### src/rtl/usb_token_tx_seq_if.sv
// Signal bundle linking the token sequencer to the host token source,
// the downstream bit-stuff/NRZI stage and the shared crc5 engine.
interface usb_token_tx_seq_if;
  // A token transfers on a clock edge where tok_valid & tok_ready. A tx bit
  // transfers on an edge where tx_valid & tx_ack. While tx_valid & ~tx_ack,
  // tx_bit/tx_se0 hold. tx_ack with tx_valid low is ignored.
  logic       tok_valid;
  logic       tok_ready;
  logic [3:0] tok_pid;
  logic [6:0] tok_addr;
  logic [3:0] tok_endp;
  logic       tx_valid;
  logic       tx_ack;
  logic       tx_bit;
  logic       tx_se0;
  logic       crc_start;
  logic       crc_s_in;
  logic       crc_send;
  logic       crc_rec;
  logic       crc_bit;
  logic       crc_ready;
  logic       crc_done;

  modport master (
    input  tok_valid, tok_pid, tok_addr, tok_endp,
    input  tx_ack,
    input  crc_bit, crc_ready, crc_done,
    output tok_ready,
    output tx_valid, tx_bit, tx_se0,
    output crc_start, crc_s_in, crc_send, crc_rec
  );

  modport slave (
    output tok_valid, tok_pid, tok_addr, tok_endp,
    output tx_ack,
    output crc_bit, crc_ready, crc_done,
    input  tok_ready,
    input  tx_valid, tx_bit, tx_se0,
    input  crc_start, crc_s_in, crc_send, crc_rec
  );
endinterface

### src/rtl/usb_token_tx_seq.sv
// USB token packet sequencer: serialises SYNC, PID, ADDR, ENDP, CRC5 and EOP
// for one token per request and drives the shared crc5 engine.
module usb_token_tx_seq #(
  parameter logic [7:0]  SYNC_PATTERN = 8'h80,
  parameter int unsigned EOP_SE0_BITS = 2
) (
  input  logic               clk,
  input  logic               rst_n,
  usb_token_tx_seq_if.master bus,
  output logic [2:0]         dbg_state_o
);

  typedef enum logic [2:0] {
    S_IDLE = 3'd0,
    S_SYNC = 3'd1,
    S_PID  = 3'd2,
    S_DATA = 3'd3,
    S_CRC  = 3'd4,
    S_EOP  = 3'd5
  } state_e;

  // Bit index of the J bit inside the EOP; indices below it are SE0.
  localparam logic [3:0] J_IDX = 4'(EOP_SE0_BITS);

  state_e      state_q, state_d;
  logic [3:0]  bit_cnt_q, bit_cnt_d;
  logic [3:0]  pid_q, pid_d;
  logic [10:0] data_q, data_d;
  logic        crc_start_q, crc_start_d;
  logic        feed_act_q, feed_act_d;
  logic [3:0]  feed_idx_q, feed_idx_d;
  logic        done_seen_q, done_seen_d;
  logic        rec_done_q, rec_done_d;
  logic        j_done_q, j_done_d;

  logic tok_ready_c;
  logic tx_valid_c;
  logic tx_bit_c;
  logic tx_se0_c;
  logic crc_send_c;
  logic crc_rec_c;
  logic bit_acc;

  always_ff @(posedge clk or negedge rst_n) begin
    if (!rst_n) begin
      state_q     <= S_IDLE;
      bit_cnt_q   <= '0;
      pid_q       <= '0;
      data_q      <= '0;
      crc_start_q <= 1'b0;
      feed_act_q  <= 1'b0;
      feed_idx_q  <= '0;
      done_seen_q <= 1'b0;
      rec_done_q  <= 1'b0;
      j_done_q    <= 1'b0;
    end else begin
      state_q     <= state_d;
      bit_cnt_q   <= bit_cnt_d;
      pid_q       <= pid_d;
      data_q      <= data_d;
      crc_start_q <= crc_start_d;
      feed_act_q  <= feed_act_d;
      feed_idx_q  <= feed_idx_d;
      done_seen_q <= done_seen_d;
      rec_done_q  <= rec_done_d;
      j_done_q    <= j_done_d;
    end
  end

  always_comb begin
    state_d     = state_q;
    bit_cnt_d   = bit_cnt_q;
    pid_d       = pid_q;
    data_d      = data_q;
    crc_start_d = 1'b0;
    done_seen_d = done_seen_q | bus.crc_done;
    rec_done_d  = rec_done_q;
    j_done_d    = j_done_q;
    tok_ready_c = 1'b0;
    tx_valid_c  = 1'b0;
    tx_bit_c    = 1'b1;
    tx_se0_c    = 1'b0;
    crc_send_c  = 1'b0;
    crc_rec_c   = 1'b0;
    bit_acc     = 1'b0;

    // The feed runs on its own from the cycle after crc_start, ignoring tx_ack.
    feed_act_d = feed_act_q;
    feed_idx_d = feed_idx_q;
    if (crc_start_q) begin
      feed_act_d = 1'b1;
      feed_idx_d = '0;
    end else if (feed_act_q) begin
      if (feed_idx_q == 4'd10) begin
        feed_act_d = 1'b0;
      end else begin
        feed_idx_d = feed_idx_q + 4'd1;
      end
    end

    case (state_q)
      S_IDLE: begin
        tok_ready_c = 1'b1;
        done_seen_d = 1'b0;
        rec_done_d  = 1'b0;
        j_done_d    = 1'b0;
        if (bus.tok_valid) begin
          pid_d       = bus.tok_pid;
          data_d      = {bus.tok_endp, bus.tok_addr};
          crc_start_d = 1'b1;
          bit_cnt_d   = '0;
          state_d     = S_SYNC;
        end
      end
      S_SYNC: begin
        tx_valid_c = 1'b1;
        tx_bit_c   = SYNC_PATTERN[bit_cnt_q[2:0]];
        bit_acc    = bus.tx_ack;
        if (bit_acc) begin
          if (bit_cnt_q == 4'd7) begin
            bit_cnt_d = '0;
            state_d   = S_PID;
          end else begin
            bit_cnt_d = bit_cnt_q + 4'd1;
          end
        end
      end
      S_PID: begin
        tx_valid_c = 1'b1;
        // Upper four bit-times carry the complemented check nibble.
        tx_bit_c   = bit_cnt_q[2] ? ~pid_q[bit_cnt_q[1:0]] : pid_q[bit_cnt_q[1:0]];
        bit_acc    = bus.tx_ack;
        if (bit_acc) begin
          if (bit_cnt_q == 4'd7) begin
            bit_cnt_d = '0;
            state_d   = S_DATA;
          end else begin
            bit_cnt_d = bit_cnt_q + 4'd1;
          end
        end
      end
      S_DATA: begin
        tx_valid_c = 1'b1;
        tx_bit_c   = data_q[bit_cnt_q];
        bit_acc    = bus.tx_ack;
        if (bit_acc) begin
          if (bit_cnt_q == 4'd10) begin
            bit_cnt_d = '0;
            state_d   = S_CRC;
          end else begin
            bit_cnt_d = bit_cnt_q + 4'd1;
          end
        end
      end
      S_CRC: begin
        // Bits come straight from the engine; a late crc_ready just stalls.
        tx_valid_c = bus.crc_ready;
        tx_bit_c   = bus.crc_bit;
        bit_acc    = bus.crc_ready & bus.tx_ack;
        crc_send_c = bit_acc;
        if (bit_acc) begin
          if (bit_cnt_q == 4'd4) begin
            bit_cnt_d = '0;
            state_d   = S_EOP;
          end else begin
            bit_cnt_d = bit_cnt_q + 4'd1;
          end
        end
      end
      S_EOP: begin
        tx_valid_c = ~j_done_q;
        tx_se0_c   = (bit_cnt_q < J_IDX);
        tx_bit_c   = ~tx_se0_c;
        crc_rec_c  = (bus.crc_done | done_seen_q) & ~rec_done_q;
        if (crc_rec_c) begin
          rec_done_d = 1'b1;
        end
        bit_acc = tx_valid_c & bus.tx_ack;
        if (bit_acc) begin
          if (bit_cnt_q == J_IDX) begin
            j_done_d = 1'b1;
          end else begin
            bit_cnt_d = bit_cnt_q + 4'd1;
          end
        end
        // Leave only once both the J bit and the engine release are done.
        if (j_done_d && rec_done_d) begin
          state_d = S_IDLE;
        end
      end
      default: begin
        state_d = S_IDLE;
      end
    endcase
  end

  assign bus.tok_ready = tok_ready_c;
  assign bus.tx_valid  = tx_valid_c;
  assign bus.tx_bit    = tx_bit_c;
  assign bus.tx_se0    = tx_se0_c;
  assign bus.crc_start = crc_start_q;
  assign bus.crc_s_in  = feed_act_q & data_q[feed_idx_q];
  assign bus.crc_send  = crc_send_c;
  assign bus.crc_rec   = crc_rec_c;
  assign dbg_state_o   = state_q;

endmodule
### src/flat_wrapper.sv
// flat-port wrapper written by rule: the top's interface ports become plain ports
module usb_token_tx_seq_flat 
#(
  parameter logic [7:0]  SYNC_PATTERN = 8'h80,
  parameter int unsigned EOP_SE0_BITS = 2
)
  (clk, rst_n, dbg_state_o, bus_tok_valid, bus_tok_pid, bus_tok_addr, bus_tok_endp, bus_tx_ack, bus_crc_bit, bus_crc_ready, bus_crc_done, bus_tok_ready, bus_tx_valid, bus_tx_bit, bus_tx_se0, bus_crc_start, bus_crc_s_in, bus_crc_send, bus_crc_rec);
  usb_token_tx_seq_if bus_i ();
  input  logic clk;
  input  logic rst_n;
  output logic [2:0] dbg_state_o;
  input wire logic [$bits(bus_i.tok_valid)-1:0] bus_tok_valid;
  input wire logic [$bits(bus_i.tok_pid)-1:0] bus_tok_pid;
  input wire logic [$bits(bus_i.tok_addr)-1:0] bus_tok_addr;
  input wire logic [$bits(bus_i.tok_endp)-1:0] bus_tok_endp;
  input wire logic [$bits(bus_i.tx_ack)-1:0] bus_tx_ack;
  input wire logic [$bits(bus_i.crc_bit)-1:0] bus_crc_bit;
  input wire logic [$bits(bus_i.crc_ready)-1:0] bus_crc_ready;
  input wire logic [$bits(bus_i.crc_done)-1:0] bus_crc_done;
  output wire logic [$bits(bus_i.tok_ready)-1:0] bus_tok_ready;
  output wire logic [$bits(bus_i.tx_valid)-1:0] bus_tx_valid;
  output wire logic [$bits(bus_i.tx_bit)-1:0] bus_tx_bit;
  output wire logic [$bits(bus_i.tx_se0)-1:0] bus_tx_se0;
  output wire logic [$bits(bus_i.crc_start)-1:0] bus_crc_start;
  output wire logic [$bits(bus_i.crc_s_in)-1:0] bus_crc_s_in;
  output wire logic [$bits(bus_i.crc_send)-1:0] bus_crc_send;
  output wire logic [$bits(bus_i.crc_rec)-1:0] bus_crc_rec;
  assign bus_i.tok_valid = bus_tok_valid;
  assign bus_i.tok_pid = bus_tok_pid;
  assign bus_i.tok_addr = bus_tok_addr;
  assign bus_i.tok_endp = bus_tok_endp;
  assign bus_i.tx_ack = bus_tx_ack;
  assign bus_i.crc_bit = bus_crc_bit;
  assign bus_i.crc_ready = bus_crc_ready;
  assign bus_i.crc_done = bus_crc_done;
  assign bus_tok_ready = bus_i.tok_ready;
  assign bus_tx_valid = bus_i.tx_valid;
  assign bus_tx_bit = bus_i.tx_bit;
  assign bus_tx_se0 = bus_i.tx_se0;
  assign bus_crc_start = bus_i.crc_start;
  assign bus_crc_s_in = bus_i.crc_s_in;
  assign bus_crc_send = bus_i.crc_send;
  assign bus_crc_rec = bus_i.crc_rec;
  usb_token_tx_seq #(.SYNC_PATTERN(SYNC_PATTERN), .EOP_SE0_BITS(EOP_SE0_BITS)) u_core (.clk(clk), .rst_n(rst_n), .bus(bus_i), .dbg_state_o(dbg_state_o));
endmodule
### config.mk
export PLATFORM = sky130hd
export DESIGN_NAME = usb_token_tx_seq_flat
export DESIGN_NICKNAME = d
export VERILOG_FILES = /design/src/rtl/usb_token_tx_seq_if.sv /design/src/rtl/usb_token_tx_seq.sv /design/src/flat_wrapper.sv
export SDC_FILE = /design/constraint.sdc
export NUM_CORES = 1
export LEC_CHECK = 0
export CAP_MARGIN = 20
export CORE_ASPECT_RATIO = 1.5
export CORE_MARGIN = 2
export CORE_UTILIZATION = 30
export DETAILED_ROUTE_END_ITERATION = 10
export DONT_BUFFER_PORTS = 1
export GPL_TIMING_DRIVEN = 0
export PLACE_DENSITY = 0.54
export REMOVE_ABC_BUFFERS = 1
export SLEW_MARGIN = 20
export SYNTH_ARGS = -nofsm -noshare
export SYNTH_HDL_FRONTEND = slang
export SYNTH_SLANG_ARGS = --single-unit
export TNS_END_PERCENT = 1
### constraint.sdc
create_clock -name clk -period 4 [get_ports clk]
set_input_delay 0.8 -clock clk [delete_from_list [all_inputs] [get_ports clk]]
set_output_delay 0.8 -clock clk [all_outputs]
set_load 0.02 [all_outputs]
==> results of run 1 <==
## placed cells by master (no fill, tap or decap), types with 2 or more instances in the layout
cell       n
a211o_1    2
a21oi_1    2
clkbuf_1   2
clkbuf_8   5
dfrtp_1   31
ha_1       6
inv_1      8
mux2_2    14
mux4_2     5
nand2_1   11
nand2b_1   4
nand3_1    8
nand3b_1   3
nor2_1    17
nor3_1     2
o21ai_0   18
o21ai_1    2
xnor2_1    4
## worst max-delay path, cell delays in order (launching register included)
cell	delay, ns
dfrtp_1	0.85
nor2b_1	0.27
nand2_1	0.14
nor4_1	0.79
## state kept, by name, indices dropped and copies added (netlist names)
name	cells
u_core.done_seen_q	1
u_core.pid_q	4
u_core.bit_cnt_q	4
u_core.dbg_state_o	3
u_core.data_q	11
u_core.bus.crc_start	1
u_core.feed_act_q	1
u_core.j_done_q	1
u_core.rec_done_q	1
u_core.feed_idx_q	4
## power by group through the flow
stage | sequential, mW | combinational, mW | clock, mW
3_3_place_gp | 0.701 | 0.760 | 0
3_5_place_dp | 0.708 | 0.769 | 0
6_report | 0.696 | 0.761 | 0.236
2_1_floorplan | 0.634 | 0.659 | 0
5_1_grt | 0.735 | 0.857 | 0.266
4_1_cts | 0.702 | 0.773 | 0.246
## layout make-up
class                      count  area, sq um  share of cell area (%)
inverter                       8        30.03                   1.542
sequential                    31        775.7                   39.85
clock inverter                 1        5.005                  0.2571
tap                           74        92.59                   4.756
clock buffer                   7        76.32                   3.920
multi-input combinational    125        967.2                   49.68
## metrics by stage
step | total power, mW | instance area, sq um
4_1_cts | 1.721 | 1947
2_1_floorplan | 1.293 | 1773
5_1_grt | 1.859 | 1947
6_report | 1.693 | 1947
3_5_place_dp | 1.477 | 1866
3_3_place_gp | 1.461 | 1866
## path summary, 6_finish.rpt
path                                                    from                               to  slack, ns  depth (start not counted)
min reg2reg                      u_core.pid_q[2]$_DFFE_PN0P_      u_core.pid_q[2]$_DFFE_PN0P_       0.51                          1
min                                                    rst_n   u_core.bus.crc_start$_DFF_PN0_       0.21                          0
max in group asynchronous                              rst_n  u_core.bit_cnt_q[1]$_DFFE_PN0P_       3.71                          0
max                        u_core.dbg_state_o[2]$_DFFE_PN0P_                       bus_tx_se0       0.87                          3
min in group clk                 u_core.pid_q[2]$_DFFE_PN0P_      u_core.pid_q[2]$_DFFE_PN0P_       0.51                          1
max reg2reg                u_core.dbg_state_o[0]$_DFFE_PN0P_  u_core.bit_cnt_q[3]$_DFFE_PN0P_       1.84                          5
## routing by layer
layer / up-vias / GRT usage (%)
met5: - / 0
li1: 618 / -
met1: 634 / 16.23
met2: 37 / 20.39
met4: 0 / 7.077
met3: 10 / 3.700
## logic make-up (layout without fill, tap and decap cells)
family                     after synthesis  after routing  synth area share (%)
xor gates and xnor gates                 5              5                 2.360
and+or+nand+nor                         55             55                 15.17
adders and majority gates                6              6                 4.046
muxes                                   20             20                 15.10
buffers and inverters                   19             16                 6.068
AOI/OAI and AO/OA                       39             39                 15.44
DFF                                     31             31                 41.81
==> flow_summary.ini, run 1 <==
[run_status]
status = finished, final reports clean

[sta]
slew_viol_final = 0
final-hold-violation-count = 0
holdWs_ns = 0.2094
tns_ns = 0
rsz0062_at_grt = false
worst_pin_slew_ns = 0.9644
max_slew_margin_pct = 35.11
setup_viol = 0
min_period_ns = 3.131
fin_worst_skew_ns = 0.002430
fmax_mhz = 319.4
period_share_pct = 78.28
fin_ws_ns = 0.8687

[yosys]
yosysUniqueCellTypes = 49
synth_area_leaders = dfrtp_1 (42%), mux2_2 (8.5%), mux4_2 (6.1%), o21ai_0 (4.9%), ha_1 (4.0%)
synthMostInstantiatedCell = dfrtp_1
yosysTopAreaCellShare_pct = 41.81
ys_ff_latch = 31
synth_flop_cell = dfrtp_1
synth_edf_count = 0
netlist_top_cells_count = dfrtp_1 (31), o21ai_0 (18), nor2_1 (17)
syn-instance-count = 175
synthArstFlopShare_pct = 100.0
synth_top_area_cell = dfrtp_1
syn_area_sq_um = 1856
ys_warn_count = 0
synth_area_per_cell_sq_um = 10.60
seq_area_frac_synth_pct = 41.81

[final_layout]
syn_to_final_growth_pct = 4.923
fill_cells = 635
nets = 199
fin_cells = 246
utilization_pct = 32.22
diodes = 0
layout-drive-gt1-share_pct = 18.60

[worst_hold_path]
hp-class = in2async

[route]
wirelength_mm = 3.888
postRouteAntennaNets = 0
first_iter_violations = 91
wl_met2_mm = 1.902
vias = 1299
top_layer = met4
vias_per_cell = 5.280
drc = 0
routed-wl-met3_um = 215
firstDrtPassIters = 4
drt-met1-wl_mm = 1.670
wl_per_cell_um = 15.80

[grt]
grt_start_max_net_pins = 32
overflow = 0
grt_pass1_wl_mm = 6.713
antenna_found_initial = 0
grtUsageTotal_pct = 13.16
grt_pass1_vias = 1364

[floorplan]
fp.dieW_um = 68.22
coreArea_sq_um = 6043
die_y_um = 100.3
io_pins = 33
fp.dieArea_sq_um = 6843
std_cell_rows = 35
start_util_pct = 30.70

[clock_tree]
clkLatencyLatePin_ns = 0.28
ctsHoldBuffers = 0
clk_pin_slew_worst_paths_ns = 0.06
clock_sinks = 31
cts_tree = yes
cts_setup_buffers = 0
post_cts_resized = 0
cts_buffers = 5
clock_tree.root_cell = clkbuf_8
cts_buffer_depth = 2
htree_levels = 2

[power]
p_clk_share_pct = 13.9
p_leak_nw = 0.7728
p_per_area_nw_per_um2 = 869.4
ir_drop_v = 0.0003275
p_int_mw = 0.9600
power.switching_mw = 0.7326
p_comb_share_pct = 44.9
seq_power_share_pct = 41.1
swShare_pct = 43.28

[placed_design]
dp_cells = 238
dp_hpwl_mm = 2.736
placement.io_buffers = 0
dpl_worst_slack_ns = 1.120
gp_congestion = 0.7907

[job]
cap_violations = 0

[setup_path]
cp-start-kind = register
cp_data_arrival_time_ns = 2.33
cp_max_fo = 20
cp.required_ns = 3.20
critPathCaptureType = output port
path_class = reg2out
Power figures use the tool's default switching activity.
==> run 2, diff against run 1 <==
==> constraint.sdc (replaced) <==
create_clock -name clk -period 3.1 [get_ports clk]
set_input_delay 0.62 -clock clk [delete_from_list [all_inputs] [get_ports clk]]
set_output_delay 0.62 -clock clk [all_outputs]
set_load 0.02 [all_outputs]
==> run 2 against run 1 <==
Net effect: clock power grew 29%; hold slack lost 0.18 ns; largest power group unchanged; first-iteration DRC count shrank 12%; highest routed layer unchanged; via count grew 1.2%; largest cell class unchanged; count of clock-buffer cells in the layout is the same; flip-flop and latch count is the same; combinational power grew 29%; final area grew 0.45%; sequential share of layout area shrank 0.051 points; non-clock buffer count is the same; setup slack lost 0.69 ns.
==> flow_summary.ini, run 2 (same netlist as run 1, synthesis figures left out) <==
[sta]
fmax_mhz = 342.4
tns_ns = 0
rsz0062_at_grt = false
max_slew_margin_pct = 42.53
final-hold-violation-count = 0
min_period_ns = 2.921
slew_viol_final = 0
setup_viol = 0
fin_worst_skew_ns = 0.002167
worst_pin_slew_ns = 0.8486
fin_ws_ns = 0.1790
period_share_pct = 94.22
holdWs_ns = 0.02920

[final_layout]
syn_to_final_growth_pct = 5.395
diodes = 0
layout_common_cells = dfrtp_1 (29), o21ai_0 (18), nor2_1 (17), mux2_2 (14), nand2_1 (11)
largest_register_ffs = 11
layout-drive-gt1-share_pct = 20.35
layout_commonest_cell = dfrtp_1
nets = 199
top_register = u_core.data_q

[floorplan]
io_pins = 33
start_util_pct = 30.70
fp.dieW_um = 68.22
die_y_um = 100.3
std_cell_rows = 35
fp.dieArea_sq_um = 6843
coreArea_sq_um = 6043

[grt]
grt_pass1_wl_mm = 6.713
grtUsageTotal_pct = 13.16
grt_start_max_net_pins = 32
grt_pass1_vias = 1364
overflow = 0
antenna_found_initial = 0

[route]
wl_per_cell_um = 15.82
top_layer = met4
wl_met2_mm = 1.927
first_iter_violations = 80
postRouteAntennaNets = 0
drc = 0
firstDrtPassIters = 4
wirelength_mm = 3.892
routed-wl-met3_um = 206
vias = 1314
drt-met1-wl_mm = 1.658
vias_per_cell = 5.341

[clock_tree]
cts_buffer_depth = 2
clkLatencyLatePin_ns = 0.28
clock_sinks = 31
clock_tree.root_cell = clkbuf_8
htree_levels = 2
cts_buffers = 5
clk_pin_slew_worst_paths_ns = 0.06
cts_tree = yes

[power]
power.switching_mw = 0.9482
p_clk_share_pct = 13.9
p_int_mw = 1.242
ir_drop_v = 0.0004227
p_per_area_nw_per_um2 = 1120
p_comb_share_pct = 44.9
seq_power_share_pct = 41.2
p_leak_nw = 0.7714
swShare_pct = 43.30

[worst_hold_path]
hp-class = in2async

[placed_design]
dpl_worst_slack_ns = 0.4005
gp_congestion = 0.7907
placement.io_buffers = 0
dp_hpwl_mm = 2.736

[setup_path]
crit_slowest_cell = o311ai_1
critPathCaptureType = output port
cp_cell_sequence = mux4_2, xnor2_1, o311ai_1
cp_max_fo = 8
path_class = reg2out
cp_data_arrival_time_ns = 2.30
slowest_delay_ns = 0.71
cp.required_ns = 2.48
cp-start-kind = register

[run_status]
status = finished, final reports clean

[job]
cap_violations = 0
[run 2: changes by cell type in the layout (fill, tap and decap cells not counted)]
cell | before | now
dfrtp_1 | 31 | 29
dfrtp_2 | 0 | 2
nor4_1 | 1 | 0
nor4_2 | 0 | 1
[run 2: metal layers]
| metal | vias up | global-route usage [%] |
|---|---|---|
| met5 | - | 0 |
| met4 | 0 | 7.077 |
| met3 | 10 | 3.700 |
| met2 | 36 | 20.39 |
| met1 | 650 | 16.23 |
| li1 | 618 | - |
[run 2: cell type report]
class,count,area (sq um)
fill,636,4088
tap,74,92.59
sequential,31,778.2
inverter,8,30.03
clock buffer,7,76.32
clock inverter,1,5.005
multi-input combinational,125,973.4
[run 2: worst paths after layout]
| check | slack, ns | to | startpoint | cells after the start |
|---|---|---|---|---|
| setup reg to reg | 1.01 | u_core.bit_cnt_q[3]$_DFFE_PN0P_ | u_core.dbg_state_o[2]$_DFFE_PN0P_ | 5 |
| max in group asynchronous | 2.98 | u_core.dbg_state_o[1]$_DFFE_PN0P_ | rst_n | 0 |
| min in group clk | 0.47 | u_core.data_q[9]$_DFFE_PN0P_ | bus_tok_endp[2] | 2 |
| hold / removal | 0.03 | u_core.bus.crc_start$_DFF_PN0_ | rst_n | 0 |
| setup / recovery | 0.18 | bus_tx_bit | u_core.bit_cnt_q[0]$_DFFE_PN0P_ | 3 |
| hold reg to reg | 0.51 | u_core.pid_q[2]$_DFFE_PN0P_ | u_core.pid_q[2]$_DFFE_PN0P_ | 1 |
[run 2: stage by stage]
stage / power (mW) / area (sq um) / instances / util (%)
floorplan: 1.668 / 1773 / 164 / -
global placement: 1.885 / 1866 / 238 / 30.87
detailed placement: 1.906 / 1866 / 238 / 30.87
CTS: 2.221 / 1947 / 246 / 32.22
global route: 2.404 / 1956 / 246 / 32.36
finish: 2.190 / 1956 / 246 / 32.36
[run 2: critical path: cells and delay by family (launching register included)]
family,cells,cell delay [ns]
AOI/OAI and AO/OA,1,0.71
DFF,1,0.58
muxes,1,0.58
xor gates and xnor gates,1,0.14
[run 2: power groups by stage]
stage	logic, mW	registers, mW	clock network (mW)
after floorplan	0.850	0.818	0
after global placement	0.981	0.904	0
after detailed placement	0.992	0.914	0
after CTS	0.998	0.906	0.318
after global routing	1.11	0.952	0.344
final	0.983	0.902	0.305
[run 2: repair_timing]
item / in CTS / in global routing
setup endpoints to repair: 0 / 2
buffers inserted: 0 / 0
hold buffers: 0 / 0
resized for setup: 0 / 3
==> edit 1: new RTL, flow settings as in run 2 <==
Make the reset (`rst_n`) synchronous in one clocked block.
--- a/src/rtl/usb_token_tx_seq.sv
+++ b/src/rtl/usb_token_tx_seq.sv
@@ -41,7 +41,7 @@
   logic crc_rec_c;
   logic bit_acc;
 
-  always_ff @(posedge clk or negedge rst_n) begin
+  always_ff @(posedge clk) begin
     if (!rst_n) begin
       state_q     <= S_IDLE;
       bit_cnt_q   <= '0;
Check against the original RTL: differs if rst_n is asserted again (counterexample within 4 cycles, from zero or initial values and one cycle with rst_n low); with rst_n held inactive, the same outputs for 10 cycles.
==> edit 1 against run 2 <==
Clock power increased by 9.2%; synthesized cell count up 25%; clock skew increased by 0.0049 ns; highest routed layer unchanged; synthesized area shrank 1.3%; setup slack better by 0.24 ns; sequential power down 32%; combinational power is 43% lower; total power is 31% lower; wire length rose by 5.4%; final area decreased by 0.58%; sequential cell count up 1; register-to-register slack worse by 0.20 ns.
==> edit 1: results (changes against run 2) <==
metric,value,unit,change
pin count of the biggest net entering global routing,25,,-22%
Routed met3 length,252,um,+22%
Via density,5.25,,-1.7%
adder-cell share of the synthesized area,3.42,%,-0.63 points
worst stage delay on the critical path,0.85,ns,+0.14 ns
Rel. slew slack,43.0,%,+0.51 points
Yosys cell types,46,,-6.1%
hold crit path type,reg -> reg,,
first-pass GRT wire length,6.76,mm,+0.73%
PortBufs,0,,unchanged
Area contributors post-synth,"dfxtp_1, nand2_1, a21oi_1, mux4_2, ha_1",,
postcts setup bufs,0,,unchanged
area of placed instances,1850,um^2,-0.74%
worst-path fanout max,18,,+10
critical path capture point,bus_tx_valid,,
"FFs w/ async S/R, synth",0,%,-100 points
ys flop type,dfxtp_1,,
RePlAce Congestion,0.766,,-3.1%
run status,completed,,
Post-DP HPWL,2.97,mm,+8.4%
final hold violation count,0,,unchanged
register area share after synthesis,35.0,%,-6.8 points
complex-gate fraction of the synthesized area,19.5,%,+4.0 points
Initial DRC Count,47,,-41%
multiplexer area fraction after synthesis,8.34,%,-6.8 points
Initial DRT Pass Iterations,6,,+2
Syn. warnings,0,,unchanged
Setup Skew,0.00708,ns,+0.00491 ns
share of cells above drive strength 1,10.3,%,-10 points
"EDFF count, synth",0,,unchanged
Worst setup startpoint,u_core.dbg_state_o[1]$_SDFFE_PN0P_,,
clock root buffer,clkbuf_8,,
Post-Synth XOR/XNOR Area,2.39,%,+0.032 points
grt met3 use,2.60,%,-1.1 points
Metal-1 WL,1.74,mm,+4.8%
reg2reg start,u_core.dbg_state_o[1]$_SDFFE_PN0P_,,
Worst VDD drop,0.277,mV,-35%
"top cells by count, synth","nand2_1, dfxtp_1, a21oi_1",,
"CTS clk-pin slew, worst paths",0.07,ns,
R2R cell count,5,,unchanged
CTS max path bufs,2,,unchanged
GRT met2 Usage,21.7,%,+1.3 points
worst flop-to-flop path endpoint,u_core.data_q[1]$_SDFFE_PN0P_,,
global-route usage over all layers,13.3,%,+0.13 points
met2 WL post-DR,2.03,mm,+5.6%
r2r setup slk,0.81,ns,-0.20 ns
number of global-route vias before repair,1452,,+6.5%
Top delay family on crit path,flip-flops,,
CTS-repair resized insts,0,,unchanged
nets,239,,+20%
leakage,0.000661,uW,-14%
Final Routed Wirelength,4.10,mm,+5.4%
critical path arrival,2.06,ns,-0.24 ns
slowest CP cell,dfxtp_1,,
met1 Use GR,16.3,%,+0.089 points
## edit 1: per-stage QoR
| step | utilization (%) | instances | power (uW) | setup WS (ns) | hold slack (ns) |
|---|---|---|---|---|---|
| global route | 33.1 | 285 | 1630 | 0.269 | 0.454 |
| detailed placement | 31.5 | 277 | 1190 | 0.433 | 0.447 |
| global placement | 31.5 | 277 | 1180 | 0.415 | 0.442 |
| finish | 33.1 | 285 | 1510 | 0.421 | 0.451 |
| CTS | 33.1 | 285 | 1530 | 0.118 | 0.451 |
| floorplan | - | 205 | 1060 | 0.819 | 0.433 |
## edit 1: worst min-delay path by stage
| stage | start | end | slack, ns | cells past startpoint |
|---|---|---|---|---|
| after floorplan | u_core.pid_q[2]$_SDFFE_PN0P_ | u_core.pid_q[2]$_SDFFE_PN0P_ | 0.43 | 2 |
| after global placement | u_core.pid_q[1]$_SDFFE_PN0P_ | u_core.pid_q[1]$_SDFFE_PN0P_ | 0.44 | 2 |
| after detailed placement | u_core.pid_q[0]$_SDFFE_PN0P_ | u_core.pid_q[0]$_SDFFE_PN0P_ | 0.45 | 2 |
| after CTS | rst_n | u_core.j_done_q$_SDFFE_PN0P_ | 0.45 | 1 |
| after global routing | rst_n | u_core.j_done_q$_SDFFE_PN0P_ | 0.45 | 1 |
| final | u_core.pid_q[1]$_SDFFE_PN0P_ | u_core.pid_q[1]$_SDFFE_PN0P_ | 0.45 | 2 |
## edit 1: layout make-up
class / instances / area [um^2]
well taps: 72 / 90.1
fillers: 652 / 3930
flip-flops and latches: 32 / 643
clock buffers: 8 / 90.1
multi-input cells: 164 / 1090
inverters: 9 / 33.8
## edit 1: report_power, final
group | leakage (uW) | switching [uW] | total, uW | internal (uW)
Sequential | 0.000262 | 135 | 614 | 479
Clock | 0.0000455 | 152 | 333 | 181
Combinational | 0.000353 | 326 | 560 | 234
==> edit 2: new RTL, flow settings as in run 2 <==
Without the edit above. `data_q` no longer has a reset.
--- a/src/rtl/usb_token_tx_seq.sv
+++ b/src/rtl/usb_token_tx_seq.sv
@@ -46,7 +46,6 @@
       state_q     <= S_IDLE;
       bit_cnt_q   <= '0;
       pid_q       <= '0;
-      data_q      <= '0;
       crc_start_q <= 1'b0;
       feed_act_q  <= 1'b0;
       feed_idx_q  <= '0;
@@ -57,7 +56,6 @@
       state_q     <= state_d;
       bit_cnt_q   <= bit_cnt_d;
       pid_q       <= pid_d;
-      data_q      <= data_d;
       crc_start_q <= crc_start_d;
       feed_act_q  <= feed_act_d;
       feed_idx_q  <= feed_idx_d;
@@ -65,6 +63,10 @@
       rec_done_q  <= rec_done_d;
       j_done_q    <= j_done_d;
     end
+  end
+
+  always_ff @(posedge clk) begin
+    data_q <= data_d;
   end
 
   always_comb begin
Behaviour: no difference found for any inputs over 10 cycles, from zero or initial values and one cycle with rst_n low; that may be too few to reach the edited logic, so the function may still have changed.
==> edit 2 against run 2 <==
Utilization is 1.5 points higher; synthesized area is 7.1% lower; wire length fell by 12%; via count decreased by 8.4%; setup slack gained 0.11 ns; total power shrank 11%; sequential cell count did not move; worst hold slack lost 0.010 ns; critical path depth grew 1; final area is 5.0% lower.
==> edit 2: results (changes against run 2) <==
metric,value,unit,change
run status,completed,,
Clock Latency Late Sink,0.29,ns,
critical path capture point,bus_tx_bit,,
reg2reg start,u_core.bit_cnt_q[0]$_DFFE_PN0P_,,
Rel. slew slack,46.5,%,+4.0 points
hold crit path type,in -> async,,
R2R cell count,6,,+1
"top cells by count, synth","dfrtp_1, o21ai_0, nor2_1",,
fillcell total,553,,-13%
worst stage delay on the critical path,0.57,ns,-0.14 ns
Yosys cell types,42,,-14%
"FFs w/ async S/R, synth",64.5,%,-35 points
register area share after synthesis,48.2,%,+6.4 points
clock root buffer,clkbuf_8,,
slowest CP cell,dfrtp_1,,
share of cells above drive strength 1,14.4,%,-6.0 points
antenna cells,0,,unchanged
Setup Skew,0.00514,ns,+0.00297 ns
Via density,5.23,,-2.0%
PortBufs,0,,unchanged
worst flop-to-flop path endpoint,u_core.bit_cnt_q[3]$_DFFE_PN0P_,,
ys flop type,dfrtp_1,,
r2r setup slk,0.78,ns,-0.23 ns
Crit Path Category,reg -> out,,
critical path arrival,2.19,ns,-0.11 ns
mean area per synthesized cell,10.8,um^2,+2.2%
Final Non-Filler Cells,230,,-6.5%
pin count of the biggest net entering global routing,23,,-28%
CTS max path bufs,2,,unchanged
Syn. warnings,0,,unchanged
"CTS clk-pin slew, worst paths",0.07,ns,
Num CTS Buffers,5,,unchanged
Initial DRT Pass Iterations,4,,unchanged
Post-DP HPWL,2.51,mm,-8.3%
first-pass GRT wire length,5.78,mm,-14%
RePlAce Congestion,0.776,,-1.8%
H-tree depth,2,,unchanged
CTS-repair resized insts,0,,unchanged
number of global-route vias before repair,1202,,-12%
nets,187,,-6.0%
Biggest register,u_core.data_q,,
Area contributors post-synth,"dfrtp_1, edfxtp_1, o21ai_0, mux4_2, ha_1",,
worst-path fanout max,8,,unchanged
initial antenna violation count,0,,unchanged
"EDFF count, synth",11,,+11
Worst VDD drop,0.338,mV,-20%
post-DR wirelength/cell,14.8,um,-6.4%
Initial DRC Count,67,,-16%
Post-Place Cells,222,,-6.7%
max reg flops,11,,unchanged
leakage,0.000701,uW,-9.2%
global-route usage over all layers,11.8,%,-1.4 points
postcts setup bufs,0,,unchanged
[edit 2: layer usage]
| metal | vias to the layer above | global-route usage [%] | share of wire, % |
|---|---|---|---|
| met3 | 5 | 3.84 | 5.4 |
| met4 | 0 | 5.29 | 2.0 |
| li1 | 582 | - | - |
| met5 | - | 0 | 0 |
| met2 | 29 | 17.8 | 51 |
| met1 | 588 | 15.1 | 41 |
[edit 2: logic make-up (layout without fill, tap and decap cells)]
logic type,after synthesis,after routing,share of synthesized area [%]
compound gates,37,37,13.8
xor+xnor,5,5,2.54
fa+ha+maj,6,6,4.36
buf+inv,16,17,4.36
flops,31,31,48.2
mux,12,12,10.2
simple gates,52,52,16.5
[edit 2: power by group]
group	switching, uW	total (uW)	internal [uW]	leakage (uW)
Clock	160	316	156	0.0000402
Combinational	433	806	373	0.000307
Sequential	257	831	575	0.000353
Total	851	1950	1100	0.000701
[edit 2: through the flow]
step           area (um^2)  setup slack [ns]  hold WS (ns)
3_5_place_dp          1770             0.548         0.325
3_3_place_gp          1770             0.540         0.325
5_1_grt               1860             0.134       0.00106
2_1_floorplan         1680             0.736         0.324
4_1_cts               1860             0.228        0.0105
6_report              1860             0.290        0.0188
[edit 2: area by class of cell]
cell class              count  area share (%)
flip-flops and latches     31            44.7
multi-input cells         112            44.0
clock buffers               5            3.70
inverters                   9            1.82
clock inverters             3            1.08
well taps                  70            4.71
[edit 2: worst max-delay path: cells and delay by family, from the launching register on]
| kind | cells | cell delay (ns) |
|---|---|---|
| XOR/XNOR | 1 | 0.13 |
| AO/OA/AOI/OAI | 2 | 0.64 |
| multiplexers | 1 | 0.56 |
| flip-flops | 1 | 0.57 |
